--- config.mk ---
export PLATFORM = sky130hd
export DESIGN_NAME = instr_reg_scheduler
export DESIGN_NICKNAME = d
export VERILOG_FILES = /design/src/rtl/instr_register_pkg.sv /design/src/rtl/rr_arb2.sv /design/src/rtl/instr_reg_scheduler.sv
export SDC_FILE = /design/constraint.sdc
export NUM_CORES = 1
export LEC_CHECK = 0
export ABC_CLOCK_PERIOD_IN_PS = 8270
export CAP_MARGIN = 25
export CELL_PAD_IN_SITES_DETAIL_PLACEMENT = 1
export CELL_PAD_IN_SITES_GLOBAL_PLACEMENT = 2
export CORE_ASPECT_RATIO = 2
export CORE_MARGIN = 1
export CORE_UTILIZATION = 10
export DETAILED_ROUTE_END_ITERATION = 7
export PLACE_DENSITY_LB_ADDON = 0.1
export SLEW_MARGIN = 20
export SYNTH_ARGS = -nofsm -noshare
export SYNTH_HDL_FRONTEND = slang
export SYNTH_HIERARCHICAL = 1
export SYNTH_SLANG_ARGS = --single-unit
--- constraint.sdc ---
create_clock -name clk -period 8.27 [get_ports clk]
set_input_delay 2.0675 -clock clk [delete_from_list [all_inputs] [get_ports clk]]
set_output_delay 2.0675 -clock clk [all_outputs]
set_load 0.02 [all_outputs]
--- src/rtl/instr_register_pkg.sv ---
// instr_register_pkg: shared types for the instruction register and its scheduler
package instr_register_pkg;
  typedef enum logic [3:0] {ZERO, PASSA, PASSB, ADD, SUB, MULT, DIV, MOD} opcode_t;
  typedef logic signed [31:0] operand_t;
  typedef logic [4:0] address_t;
  typedef struct packed {
    opcode_t  opc;
    operand_t op_a;
    operand_t op_b;
  } instruction_t;
  typedef enum logic {S_INIT, S_RUN} sched_state_t;
  localparam int IREG_DEPTH = 32;
endpackage

--- src/rtl/rr_arb2.sv ---
// rr_arb2: two-way round-robin grant; last_grant names the previous winner
module rr_arb2 (
  input  logic valid0,
  input  logic valid1,
  input  logic enable,
  input  logic last_grant,
  output logic gnt0,
  output logic gnt1
);
  assign gnt0 = enable && valid0 && (!valid1 || last_grant);
  assign gnt1 = enable && valid1 && (!valid0 || !last_grant);
endmodule

--- src/rtl/instr_reg_scheduler.sv ---
// instr_reg_scheduler: arbitrates two producers into the instruction register and runs it as a FIFO
module instr_reg_scheduler
  import instr_register_pkg::*;
#(
  parameter int INIT_CYCLES = 2
) (
  input  logic                          clk,
  input  logic                          reset,
  input  logic                          flush,
  input  logic                          req0_valid,
  input  opcode_t                       req0_opcode,
  input  operand_t                      req0_operand_a,
  input  operand_t                      req0_operand_b,
  output logic                          req0_ready,
  input  logic                          req1_valid,
  input  opcode_t                       req1_opcode,
  input  operand_t                      req1_operand_a,
  input  operand_t                      req1_operand_b,
  output logic                          req1_ready,
  output logic                          rd_valid,
  input  logic                          rd_ready,
  output instruction_t                  rd_instr,
  output logic                          load_en,
  output logic                          reg_reset_n,
  output opcode_t                       opcode,
  output operand_t                      operand_a,
  output operand_t                      operand_b,
  output address_t                      write_pointer,
  output address_t                      read_pointer,
  input  instruction_t                  instruction_word,
  output logic [$clog2(IREG_DEPTH):0]   count,
  output logic                          full,
  output logic                          empty
);
  localparam int CW = $clog2(INIT_CYCLES) + 1;
  localparam int NW = $clog2(IREG_DEPTH) + 1;
  sched_state_t r_state, w_next;
  logic [CW-1:0] r_init_cnt;
  logic [NW-1:0] r_count;
  address_t r_wp, r_rp;
  logic r_last_grant;
  logic w_run, w_gnt0, w_gnt1, w_push, w_pop, w_init_done;
  assign w_run       = r_state == S_RUN;
  assign w_init_done = r_init_cnt == CW'(INIT_CYCLES - 1);
  assign full        = r_count == NW'(IREG_DEPTH);
  assign empty       = r_count == '0;
  // flush blocks both ports so no transfer is half-done when the queue is cleared
  assign rd_valid    = w_run && !empty && !flush;
  assign w_pop       = rd_valid && rd_ready;
  assign w_push      = w_gnt0 || w_gnt1;
  assign count         = r_count;
  assign write_pointer = r_wp;
  assign read_pointer  = r_rp;
  assign rd_instr      = instruction_word;
  rr_arb2 u_arb (
    .valid0    (req0_valid),
    .valid1    (req1_valid),
    .enable    (w_run && !full && !flush),
    .last_grant(r_last_grant),
    .gnt0      (w_gnt0),
    .gnt1      (w_gnt1)
  );
  always_comb begin
    w_next      = w_run ? (flush ? S_INIT : S_RUN) : ((w_init_done && !flush) ? S_RUN : S_INIT);
    req0_ready  = w_gnt0;
    req1_ready  = w_gnt1;
    load_en     = w_push;
    reg_reset_n = w_run;
    opcode      = w_gnt0 ? req0_opcode : (w_gnt1 ? req1_opcode : ZERO);
    operand_a   = w_gnt0 ? req0_operand_a : (w_gnt1 ? req1_operand_a : '0);
    operand_b   = w_gnt0 ? req0_operand_b : (w_gnt1 ? req1_operand_b : '0);
  end
  always_ff @(posedge clk or posedge reset) begin
    if (reset) begin
      r_state      <= S_INIT;
      r_init_cnt   <= '0;
      r_wp         <= '0;
      r_rp         <= '0;
      r_count      <= '0;
      r_last_grant <= 1'b1;
    end else begin
      r_state    <= w_next;
      r_init_cnt <= (w_run || flush || w_init_done) ? '0 : r_init_cnt + 1'b1;
      if (w_push) r_last_grant <= w_gnt1;
      if (!w_run || flush) begin
        r_wp    <= '0;
        r_rp    <= '0;
        r_count <= '0;
      end else begin
        r_wp    <= r_wp + address_t'(w_push);
        r_rp    <= r_rp + address_t'(w_pop);
        r_count <= r_count + NW'(w_push) - NW'(w_pop);
      end
    end
  end
endmodule
==> reports/results.txt <==
Via-to-Cell Ratio = 3.70
most common cell after layout, fill and taps aside = clkdlybuf4s50_1
row cnt = 78
Syn Std Cell Area = 2330 sq um
number of diodes = 0
clk root buf = clkbuf_16
Core ar. = 22700 sq um
Synth area leader = a22o_1
TritonCTS Buffers = 3
Layout fillers = 2663
max_cap viols = 0
P_int = 0.300 mW
Inst Count DP = 692
grt ovf = 0
Clock Pin Slew Worst Setup and Hold Paths = 0.06 ns
post-synth top area share = 0.256
vias in the first global route = 2796
Syn Inst Count = 264
GR Util All Layers = 0.0982
Worst Path Arrival = 5.04 ns
Final Max Slew Viols = 0
Initial Util = 0.102
min-delay worst type = flop to flop
register area share after synthesis = 0.216
final WL = 12300 um
syn_area_per_cell = 8.82 sq um
FF-to-FF End = count[5]
dpl hpwl = 10200 um
sequential share of power = 0.259
worst rel slew slack = 0.431
CTS tree = done
outcome = completed
Cell variety after synth = 34
Fin Setup TNS = 0 ns
final hold vios = 0
Ports = 369
CTS HTree Levels = 1
multi-input logic area = 1200 sq um
RSZ-0062 raised after global routing = no
drt wl/cell = 17.7 um
placed cell area = 4460 sq um
most frequent cells in the layout = clkdlybuf4s50_1, a22o_1, dfrtp_1
share of cells above drive strength 1 = 0.0240
Layout Nets = 642
Clock Power Share = 0.266
r2r setup slk = 5.11 ns
Net Sw Power = 0.131 mW
FF+latch area = 502 sq um
antenna violations before repair = 0
RePlAce Congestion = 0.674
Final setup viols = 0
synthesized flop and latch total = 20
DRT Pass-1 Iters = 2
Clock Skew = 0.00513 ns
Mapped Nets = 489
via count = 2578
die height = 218 um
actual slew at the worst max-slew pin = 0.853 ns
Ys Warns = 6
CTS Buffer Depth = 2
global-route wire length before repair = 17100 um
IR drop worst, VDD = 0.0000746 V
ANT nets after route = 0
Worst-Skew Late Latency = 0.26 ns
combinational share of power = 0.475
period utilisation layout = 0.860
DRC viols = 0
cts repair resizes = 0
R2R depth = 11
largest net degree at the start of global routing = 69
CP Max Fanout = 67
fmax = 141 MHz
Met1 Wirelength = 3380 um
top sig layer = met4
Finished Layout Cells = 696
postcts setup bufs = 0
die area = 23900 sq um
Initial DRC Count = 65
Worst Setup Start Kind = input pin
FF-to-FF Start = count[3]
P&R area growth vs syn = 95.5%
metal2 WL = 7580 um
CP Class = input pin to output pin
min-delay src = r_init_cnt[0]
PnR Total Power = 0.431 mW
Worst Hold Margin = 0.454 ns
Lkg Pwr = 1.71 nW
chip width = 110 um
# hold bufs at CTS = 0
WHS Path Cells = 1
Tmin final = 7.11 ns
required time worst endpoint = 6.20 ns
cell area after layout = 4550 sq um
hold path endpoint = r_init_cnt[0]
Net Sw Frac = 0.305
clock sink total = 20
pwr dens = 94.7 nW/um^2
top cells by area in the synthesized netlist = a22o_1, buf_4, dfrtp_1
input/output buffers = 232
critical path endpoint category = output pin
DR WL met3 = 970 um
state kept, by name (all words and copies together), names as in the netlist:
register,flops
write_pointer,5
r_init_cnt,2
reg_reset_n,1
read_pointer,5
count,6
r_last_grant,1
per-stage QoR:
step | setup slack, ns | util
2_1_floorplan | 2.31 | -
3_3_place_gp | 1.19 | 0.196
3_5_place_dp | 1.13 | 0.196
4_1_cts | 1.12 | 0.200
5_1_grt | 0.921 | 0.200
6_report | 1.16 | 0.200
worst max-delay path, stage by stage:
cell             delay (ns)
clkdlybuf4s50_1        0.53
nand2b_1               0.42
nor2_1                 0.24
nand2_1                0.07
a21oi_1                0.26
nor2b_4                0.25
buf_12                 0.26
a22o_1                 0.18
clkdlybuf4s50_1        0.66
per-layer routing:
metal,global-route usage,vias to the layer above
li1,-,1189
met1,0.0771,1203
met2,0.216,144
met3,0.0164,42
met4,0.0400,0
met5,0,-
final cells by class:
class	instances	area share
clock buffer	4	0.0195
inverter	13	0.0107
multi-input combinational	145	0.263
sequential	20	0.110
tap	280	0.0770
timing repair buffer	234	0.519
how the worst max path moves through the flow:
stage	from	end	slack [ns]	cells after the start
2_1_floorplan	flush	operand_b[11]	2.31	11
3_3_place_gp	flush	operand_a[21]	1.19	9
3_5_place_dp	flush	operand_a[21]	1.13	9
4_1_cts	flush	operand_a[21]	1.12	9
5_1_grt	flush	operand_a[21]	0.92	9
6_report	flush	operand_a[21]	1.16	9
cells in the mapped netlist:
cell        n
nand4b_1    2
nand2_1     4
nand2b_1    2
o2111ai_1   1
mux2i_1     1
or4b_1      1
inv_1      13
nor3_1      1
or2_2       1
a2111o_1    1
clkbuf_1    8
dfrtp_1    19
or3b_1      1
nor2b_1     2
buf_4      71
a22o_1     68
o21ai_0     2
xor2_1      4
a211oi_1    1
nand3_1     4
fa_1        1
buf_2       7
nor2_1     12
nor4bb_1    1
nor4_1      2
a21o_1      2
o21bai_1    1
o221ai_1    1
xnor2_1     3
and4_1      1
ha_1       14
a21oi_1     4
dfstp_2     1
and2_1      7
logic make-up after synthesis:
logic type / count (synthesis) / share of synthesized area
buffers and inverters: 99 / 0.278
DFF: 20 / 0.216
muxes: 1 / 0.00430
adders and majority gates: 15 / 0.0839
xor gates and xnor gates: 7 / 0.0263
AOI/OAI and AO/OA: 81 / 0.294
and+or+nand+nor: 41 / 0.0978
power by group through the flow:
stage          combinational, mW  sequential, mW  clock [mW]
6_report                   0.204           0.112       0.115
5_1_grt                    0.221           0.113       0.122
4_1_cts                    0.210           0.112       0.120
3_5_place_dp               0.209           0.114           0
3_3_place_gp               0.208           0.113           0
2_1_floorplan              0.125           0.113           0
No activity file was read; power rests on OpenSTA's default activity.
